$ cat src/rtl/mod3_tx.sv
// mod3_tx: MSB-first serializer that tracks the residue mod 3 of the payload
// bits sent so far. Defining MOD3_CHECK_EN adds a CHECK state that appends two
// check bits, so every (WIDTH+2)-bit frame is divisible by 3. Without the
// macro, frames are WIDTH payload bits only.
module mod3_tx #(
    parameter int WIDTH = 8
) (
    input  logic             clk,
    input  logic             reset,
    input  logic [WIDTH-1:0] din,
    input  logic             load,
    output logic             ready,
    output logic             bit_out,
    output logic             frame,
    output logic             last,
    output logic [1:0]       residue
);

    localparam int CW = $clog2(WIDTH + 2);
    localparam logic [CW-1:0] CNT_LAST = CW'(WIDTH - 1);

`ifdef MOD3_CHECK_EN
    localparam logic [CW-1:0] CNT_CHK1 = CW'(WIDTH + 1);
    typedef enum logic [1:0] {IDLE = 2'd0, SHIFT = 2'd1, CHECK = 2'd2} state_t;
`else
    typedef enum logic {IDLE = 1'b0, SHIFT = 1'b1} state_t;
`endif

    state_t           state_q, state_d;
    logic [WIDTH-1:0] word_q, word_d;   // held word, shifted left as bits leave
    logic [CW-1:0]    cnt_q, cnt_d;     // payload/check bit index within frame
    logic [1:0]       res_q, res_d;     // residue of bits sent so far
    logic             accept;

    // Residue after appending bit b to a value whose residue is r: (2r+b) mod 3.
    function automatic logic [1:0] mod3_step(input logic [1:0] r, input logic b);
        logic [1:0] n;
        case ({r, b})
            3'b00_0: n = 2'b00;
            3'b00_1: n = 2'b01;
            3'b01_0: n = 2'b10;
            3'b01_1: n = 2'b00;
            3'b10_0: n = 2'b01;
            3'b10_1: n = 2'b10;
            default: n = 2'b00;
        endcase
        return n;
    endfunction

`ifdef MOD3_CHECK_EN
    // Check value c = (3 - r) mod 3; appending it makes 4*payload + c divisible by 3.
    function automatic logic [1:0] check_bits(input logic [1:0] r);
        logic [1:0] c;
        case (r)
            2'b01:   c = 2'b10;
            2'b10:   c = 2'b01;
            default: c = 2'b00;
        endcase
        return c;
    endfunction

    logic [1:0] chk;
    assign chk = check_bits(res_q);
`endif

    assign accept  = (state_q == IDLE) && load;
    assign residue = res_q;

    // State register; reset aborts any frame immediately.
    always_ff @(posedge clk or negedge reset) begin
        if (!reset) begin
            state_q <= IDLE;
        end else begin
            state_q <= state_d;
        end
    end

    // Next-state logic: load is only honoured in IDLE.
    always_comb begin
        state_d = state_q;
        case (state_q)
            IDLE: begin
                if (load) state_d = SHIFT;
            end
            SHIFT: begin
                if (cnt_q == CNT_LAST) begin
`ifdef MOD3_CHECK_EN
                    state_d = CHECK;
`else
                    state_d = IDLE;
`endif
                end
            end
`ifdef MOD3_CHECK_EN
            CHECK: begin
                if (cnt_q == CNT_CHK1) state_d = IDLE;
            end
`endif
            default: state_d = IDLE;
        endcase
    end

    // Datapath next values: capture on accept, shift and fold residue in SHIFT.
    always_comb begin
        word_d = word_q;
        cnt_d  = cnt_q;
        res_d  = res_q;
        if (accept) begin
            word_d = din;
            cnt_d  = '0;
            res_d  = 2'b00;
        end else if (state_q == SHIFT) begin
            word_d = {word_q[WIDTH-2:0], 1'b0};
            cnt_d  = cnt_q + CW'(1);
            res_d  = mod3_step(res_q, word_q[WIDTH-1]);
        end
`ifdef MOD3_CHECK_EN
        else if (state_q == CHECK) begin
            cnt_d = cnt_q + CW'(1);
        end
`endif
    end

    // Datapath registers; residue holds outside SHIFT until the next accept.
    always_ff @(posedge clk or negedge reset) begin
        if (!reset) begin
            word_q <= '0;
            cnt_q  <= '0;
            res_q  <= 2'b00;
        end else begin
            word_q <= word_d;
            cnt_q  <= cnt_d;
            res_q  <= res_d;
        end
    end

    // Outputs decoded from registered state so reset clears them without a clock.
    always_comb begin
        ready   = 1'b0;
        bit_out = 1'b0;
        frame   = 1'b0;
        last    = 1'b0;
        case (state_q)
            IDLE: begin
                ready = 1'b1;
            end
            SHIFT: begin
                bit_out = word_q[WIDTH-1];
                frame   = 1'b1;
`ifndef MOD3_CHECK_EN
                last    = (cnt_q == CNT_LAST);
`endif
            end
`ifdef MOD3_CHECK_EN
            CHECK: begin
                frame   = 1'b1;
                bit_out = (cnt_q == CNT_CHK1) ? chk[0] : chk[1];
                last    = (cnt_q == CNT_CHK1);
            end
`endif
            default: begin
                ready = 1'b0;
            end
        endcase
    end

endmodule

$ cat config.mk
export PLATFORM = sky130hd
export DESIGN_NAME = mod3_tx
export DESIGN_NICKNAME = d
export VERILOG_FILES = /design/src/rtl/mod3_tx.sv
export SDC_FILE = /design/constraint.sdc
export NUM_CORES = 1
export LEC_CHECK = 0
export ABC_AREA = 1
export CAP_MARGIN = 20
export CORE_MARGIN = 1.5
export CORE_UTILIZATION = 45
export CTS_CLUSTER_SIZE = 12
export DETAILED_ROUTE_END_ITERATION = 8
export PLACE_DENSITY = 0.82
export SLEW_MARGIN = 20
export SYNTH_ARGS = -nofsm -noshare
export SYNTH_HDL_FRONTEND = slang
export SYNTH_SLANG_ARGS = --single-unit
$ cat constraint.sdc
create_clock -name clk -period 1.7 [get_ports clk]
set_input_delay 0.255 -clock clk [delete_from_list [all_inputs] [get_ports clk]]
set_output_delay 0.255 -clock clk [all_outputs]
set_load 0.05 [all_outputs]
## Yosys cells after proc, flatten, opt, wreduce, memory -nomap -nowiden

Index checks and enable logic that the tools add are counted.

- Add/sub/neg operators: 1
- Multipliers: 0
- Divide/modulo/power cells: 0
- Order comparisons: 0
- Equal/unequal tests: 5
- Shift-type cells: 0
- Muxes and demuxes: 14
- Bitwise operators: 1
- Reduce and logical (&&, ||, !) cells: 4

Operators by type and width:

| kind | number |
|---|---|
| $mux 8 | 2 |
| $mux 4 | 2 |
| $eq 3x3->1 const B | 2 |
| $mux 1 | 6 |
| $add 4x1->4 const B | 1 |
| $eq 4x3->1 const B | 1 |
| $mux 2 | 2 |
| $pmux 2 s2 | 1 |
| $reduce_or 2->1 | 2 |
| $eq 3x1->1 const B | 1 |
| $eq 3x2->1 const B | 1 |
| $pmux 1 s2 | 1 |
| $reduce_bool 2->1 | 1 |
| $logic_and 1x1->1 | 1 |
| $not 1->1 | 1 |

- Register bits after elaboration: 15
- Latch bits: 0
- RAM bits: 0
- ROM bits: 0
- Input bits: 11
- Output and inout bits: 6
- Logic and storage cells: 29
- Memories: 0

## Depth between registers and ports, before layout

Gate-level depths: netlist of the first run.

- Depth in word-level cells: 5
- Gate-level depth with buffers: 5
- Gate-level depth less buffers: 5

## Worst setup path before layout of the first run

No wires, ideal clock.

- Path kind: register to output
- From: register state_q
- To: output last
- Data arrival time: 1567 ps
- Data required time: 1445 ps
- Path slack: -122 ps
- Stages on the path, launching flop included: 3
- Buffers on the path: 0
- Cell sequence: dfrtp_1 > nand2_1 > nor3_2

- Cells in the longest elaborated chain, start to end: 1

Ends and longest elaborated chain:

| element | RTL line | source |
|---|---|---|
| start, declared | 29 | `state_t state_q, state_d;` |
| start signal, assigned | 74 | `state_q <= state_d;` |
| $mux 1 | 143 | `case (state_q)` |
| end, declared | 15 | `output logic last,` |

Every way passes these cells.

## Worst setup path in the final report of the first run

- From: register cnt_q[0]
- To: output last

- Cells in the longest elaborated chain, start to end: 2

Ends and longest elaborated chain:

| element | RTL line | source |
|---|---|---|
| start, declared | 31 | `logic [CW-1:0] cnt_q, cnt_d;` |
| start signal, assigned | 132 | `cnt_q <= cnt_d;` |
| $eq 4x3->1 | 151 | `last = (cnt_q == CNT_LAST);` |
| $mux 1 | 143 |  |

Every way passes these cells.

==> metrics.yaml, run 1 <==
status: "complete, no violations"
slew_viol_final: 0
antenna_found_initial: 0
path_delay_family: "flip-flops"
rrSetupSlack_ns: 0.50
fin_tns_setup_ns: 0
syn2layout_area_growth_pct: 34.48
antenna_cells: 0
fillers: 125
antenna_left: 0
critical_path_class: "reg2out"
synth_top_cell_area_share_pct: 51.72
power_density_mw_per_mm2: 1877
fmax_ghz: 0.6228
slowest_delay_ns: 0.42
start_util_pct: 48.17
setup_ws_ns: 0.09437
seq_area_frac_synth_pct: 51.72
numPortBuffers: 16
period_needed_ns: 1.606
hold_viol: 0
crit_chain: "ha_1 -> nand2_1 -> nor3_4 -> buf_12"
post-place-ws_ns: 0.2652
path_buf_inv: 1
clk_pin_slew_ns: 0.09
crit_fanout: 4
dr.pass1.iters: 4
die_w_um: 43.16
cts_tree: "done"
grt_pass1_wl_mm: 2.511
drcViolationCount: 0
ios: 17
clock-root-buffer: "clkbuf_4"
ys.warnings.count: 0
gp_congestion: 0.8061
worstHoldPathType: "in2async"
vias: 630
cts_setup_buffers: 0
synth_cell_types: 18
slew_headroom_pct: 69.65
r2r_start: "state_q"
crit_start: "cnt_q[0]"
use_met1_pct: 24.73
fin_area_um2: 975.9
drive_above_1_share_pct: 19.27
arrival_ns: 1.35
grt_use_met3_pct: 3.830
layout_common_cells: "nand2_1 (36), dfrtp_1 (14), clkdlybuf4s50_1 (10)"
place_area_um2: 947.2
nNetsFinal: 122
ys_ff_latch: 15
dpl.hpwl_mm: 1.106
drt_iter0_drc: 17
leakage_nw: 0.4828
avgRoutedWirePerCell_um: 12.38
chipHeight_um: 43.16
dpl.cell_count: 121
endpoint_kind: "output port"
fin_hold_ws_ns: 0.2644
syn_nets: 100
wl_mm: 1.548
clk_latency_ns: 0.29
r2r-end: "word_q[4]"
rsz0062_at_grt: "no"
die_area_mm2: 0.001862
period_share_pct: 94.45
yosys-top-cells-area: "dfrtp_1 (52%), nand2_1 (19%), nand3_1 (4.8%), inv_1 (4.1%), buf_6 (3.1%)"
cts_buffers: 3
worst_slew_pin_slew_ns: 0.4548
reg2regPathDepth: 3
crit_slowest_cell: "dfrtp_1"
grt_pass1_vias: 588
clk_path_buf_depth: 2
final_common_cell: "nand2_1"
ir_drop_v: 0.001129
gr-usage-all-layers_pct: 18.71
synth_top_cell_by_area: "dfrtp_1"
met2_usage_pct: 28.06
avgViaCountPerCell: 5.040
cts_sinks: 15
drv_cap: 0
syn-cell-area_um2: 725.7
clock_skew_ns: 0.003266
startpoint_type: "register"
coreArea_mm2: 0.001506
grt_overflow_total: 0
grt_max_degree: 16
worstPathRequired_ns: 1.44
postSynthCellCount: 88
grt_busiest_layer: "met2"
num_rows: 14
finalSetupViolations: 0
cts_max_level: 1
syn_area_per_cell_um2: 8.247
instances_no_fill: 125
stage by stage:
| step | util, % | power (W) |
|---|---|---|
| after floorplan | - | 0.001268 |
| final | 64.78 | 0.001832 |
| after global routing | 64.78 | 0.001960 |
| after global placement | 62.87 | 0.001581 |
| after detailed placement | 62.87 | 0.001622 |
| after CTS | 64.70 | 0.001835 |
worst register-to-register path: cells and delay by family (launching register included):
family	cells	cell delay [ns]
simple gates	3	0.66
flops	1	0.49
worst max-delay path by stage:
stage	slack (ns)	depth (start not counted)	end
2_1_floorplan	0.05	2	last
3_3_place_gp	0.31	4	word_q[1]
3_5_place_dp	0.27	4	word_q[1]
4_1_cts	0.07	3	last
5_1_grt	0.01	4	last
6_report	0.09	4	last
final cells by class:
| type | instances | area [µm²] | share of cell area, % |
|---|---|---|---|
| flip-flops and latches | 15 | 376.6 | 38.59 |
| multi-input cells | 61 | 294.0 | 30.13 |
| repair buffers | 19 | 217.7 | 22.31 |
| inverters | 10 | 40.04 | 4.103 |
| clock buffers | 3 | 22.52 | 2.308 |
| well taps | 16 | 20.02 | 2.051 |
| clock inverters | 1 | 5.005 | 0.5128 |
metal layers:
metal,part of all wire [%],up-vias
li1,-,318
met1,45,286
met3,5.7,5
met5,0,-
met2,47,21
met4,2.6,0
cell families (layout without fill, tap and decap cells):
family          after synthesis  count (layout)  synth area share [%]
buf+inv                      12              33                 8.621
flops                        15              15                 51.72
simple gates                 51              51                 30.52
compound gates                9               9                 7.414
fa+ha+maj                     1               1                 1.724
power by group:
group          internal [W]  leakage, nW  switching [W]
logic              0.000408        0.276       0.000561
registers          0.000509        0.189       0.000147
clock network     0.0000875       0.0177       0.000120
total               0.00100        0.483       0.000828
cell usage after synthesis:
library cell,number
dfrtp_1,15
nand2_4,1
inv_1,8
ha_1,1
nand2_2,1
nand2_1,36
nor2_2,2
o21ai_1,2
nor2_1,3
inv_2,1
buf_6,2
o211ai_1,2
nor3_2,1
o21ai_0,2
a21oi_1,2
inv_4,1
nand3_1,7
a22o_1,1
timing repair:
item,CTS,global route
hold buffers,0,0
gates resized for setup,0,1
endpoints found under the hold margin,0,0
endpoints found under the setup margin,0,1
registers in the layout (all words and copies together), names as in the netlist:
signal / flops
cnt_q: 4
state_q: 1
residue: 2
word_q: 8
No activity file was read; power rests on OpenSTA's default activity.
==> inputs of run 2 (changes only) <==
CORE_UTILIZATION = 50   (was 45)
PLACE_DENSITY = 0.89   (was 0.82)
REMOVE_ABC_BUFFERS = 1   (was not set)
SETUP_SLACK_MARGIN = 0.3   (was not set)
==> run 2 against run 1 <==
Against the previous run:
- clock skew about the same
- combinational power is 12% higher
- sequential power shrank 5.5%
- register-to-register slack lost 0.14 ns
- highest routed layer unchanged
- largest cell class unchanged
- cell count is 2.4% higher
==> metrics.yaml, run 2 (synthesis gave the netlist of run 1 again) <==
status: "complete, no violations"
drv_cap: 0  # unchanged
drive_above_1_share_pct: 23.01  # +3.7 points
clk_path_buf_depth: 2  # unchanged
ir_drop_v: 0.001140  # +1.0%
dpl.hpwl_mm: 1.116  # +0.86%
cts_max_level: 1  # unchanged
die_area_mm2: 0.001689  # -9.3%
die_w_um: 41.10  # -4.8%
fmax_ghz: 0.6662  # +7.0%
regMostFlops: "word_q"
critical_path_class: "reg2out"
layout_common_cells: "nand2_1 (35), dfrtp_1 (15), clkdlybuf4s50_1 (10)"
startpoint_type: "register"
slew_viol_final: 0  # unchanged
leakage_nw: 0.5035  # +4.3%
post-place-ws_ns: 0.2573  # -0.007901 ns
place_area_um2: 939.7  # -0.79%
fin_area_mm2: 0.001016  # +4.1%
syn2layout_area_growth_pct: 40.00
rrSetupSlack_ns: 0.36  # -0.14 ns
power_density_mw_per_mm2: 1887  # +0.50%
finalSetupViolations: 0  # unchanged
crit_fanout: 2  # -2
slew_headroom_pct: 67.18  # -2.5 points
clock-root-buffer: "clkbuf_4"
clk_latency_ns: 0.29  # about the same
clk_pin_slew_ns: 0.09  # about the same
dr.pass1.iters: 4  # unchanged
vias: 641  # +1.7%
r2r-end: "word_q[6]"
numPortBuffers: 16  # unchanged
endpoint_kind: "output port"
cp-endpoint: "last"
r2r_start: "state_q"
clock_skew_ns: 0.003328  # +0.00006181 ns
total_power_w: 0.001917  # +4.6%
largest_reg_flops: 8  # unchanged
wl_mm: 1.477  # -4.6%
gp_congestion: 0.7158  # -11%
arrival_ns: 1.25  # -0.10 ns
setup_ws_ns: 0.1990  # +0.1046 ns
rsz0062_at_grt: "yes"
cts_tree: "done"
crit_start: "cnt_q[1]"
worst_slew_pin_slew_ns: 0.4918  # +0.03702 ns
antenna_left: 0  # unchanged
grt_max_degree: 16  # unchanged
num_rows: 13  # -1
reg2regPathDepth: 4  # +1
start_util_pct: 54.41  # +6.2 points
ios: 17  # unchanged
fin_tns_setup_ns: 0  # unchanged
nNetsFinal: 126  # +3.3%
grt_pass1_vias: 590  # +0.34%
period_needed_ns: 1.501  # -0.1046 ns
avgViaCountPerCell: 5.008  # -0.64%
antenna_cells: 0  # unchanged
antenna_found_initial: 0  # unchanged
gr-usage-all-layers_pct: 23.13  # +4.4 points
cts_buffers: 3  # unchanged
grt_overflow_total: 0  # unchanged
drcViolationCount: 0  # unchanged
avgRoutedWirePerCell_um: 11.54  # -6.8%
worstHoldPathType: "in2async"
worstPathRequired_ns: 1.44  # about the same
final_common_cell: "nand2_1"
cts_sinks: 15  # unchanged
hold_viol: 0  # unchanged
grt_pass1_wl_mm: 2.352  # -6.3%
chipHeight_um: 41.10  # -4.8%
period_share_pct: 88.29  # -6.2 points
drt_iter0_drc: 21  # +4
coreArea_mm2: 0.001334  # -11%
==> run 2: cell types whose count changed in the layout (fill, tap and decap cells not counted), sizes merged <==
cell  change
buf       +4
==> run 2: how the worst min path moves through the flow <==
stage	end	slack, ns	startpoint	cells after the start
after CTS	word_q[3]	0.27	reset	2
after detailed placement	word_q[3]	0.49	word_q[2]	2
after floorplan	cnt_q[0]	-0.04	reset	0
after global placement	word_q[2]	0.48	word_q[1]	2
final	cnt_q[0]	0.26	reset	2
after global routing	word_q[3]	0.29	reset	2
==> run 2: metal layers <==
metal  wire [µm]  global-route usage [%]  up-vias
met4          36                   14.52        0
met5           0                       0        -
met2         713                   38.28       15
li1            -                       -      325
met3          58                   8.152        5
met1         669                   24.83      296
==> run 2: layout make-up <==
type	instances	area (µm²)
inverters	10	42.54
well taps	15	18.77
flip-flops and latches	15	375.4
clock buffers	3	22.52
fillers	99	317.8
repair buffers	23	247.7
multi-input cells	61	304.0
clock inverters	1	5.005
==> run 2: what timing repair did <==
action,4_1_cts,5_1_grt
hold endpoints to repair,0,0
resized for setup,3,2
gates cloned,0,0
setup buffers,3,1
pin swaps,1,2
setup endpoints to repair,2,3
hold buffers,0,0
==> run 2: per-stage QoR <==
stage                     utilization (%)  cells  hold slack, ns
final                               76.17    128          0.2648
after global routing                76.17    128          0.2915
after CTS                           75.05    127          0.2659
after detailed placement            70.45    120          0.4895
after global placement              70.45    120          0.4795
after floorplan                         -     86        -0.04059
==> run 2: power breakdown <==
part	leakage, nW	switching [W]	internal [W]
combinational	0.296	0.000616	0.000475
clock	0.0177	0.000118	0.0000875
sequential	0.190	0.000114	0.000506
total	0.503	0.000848	0.00107
==> run 2: worst max-delay path, cell delays in order (launching register included) <==
cell	delay (ns)
dfrtp_1	0.37
ha_2	0.20
nand2_4	0.06
nor3_4	0.17
buf_12	0.17
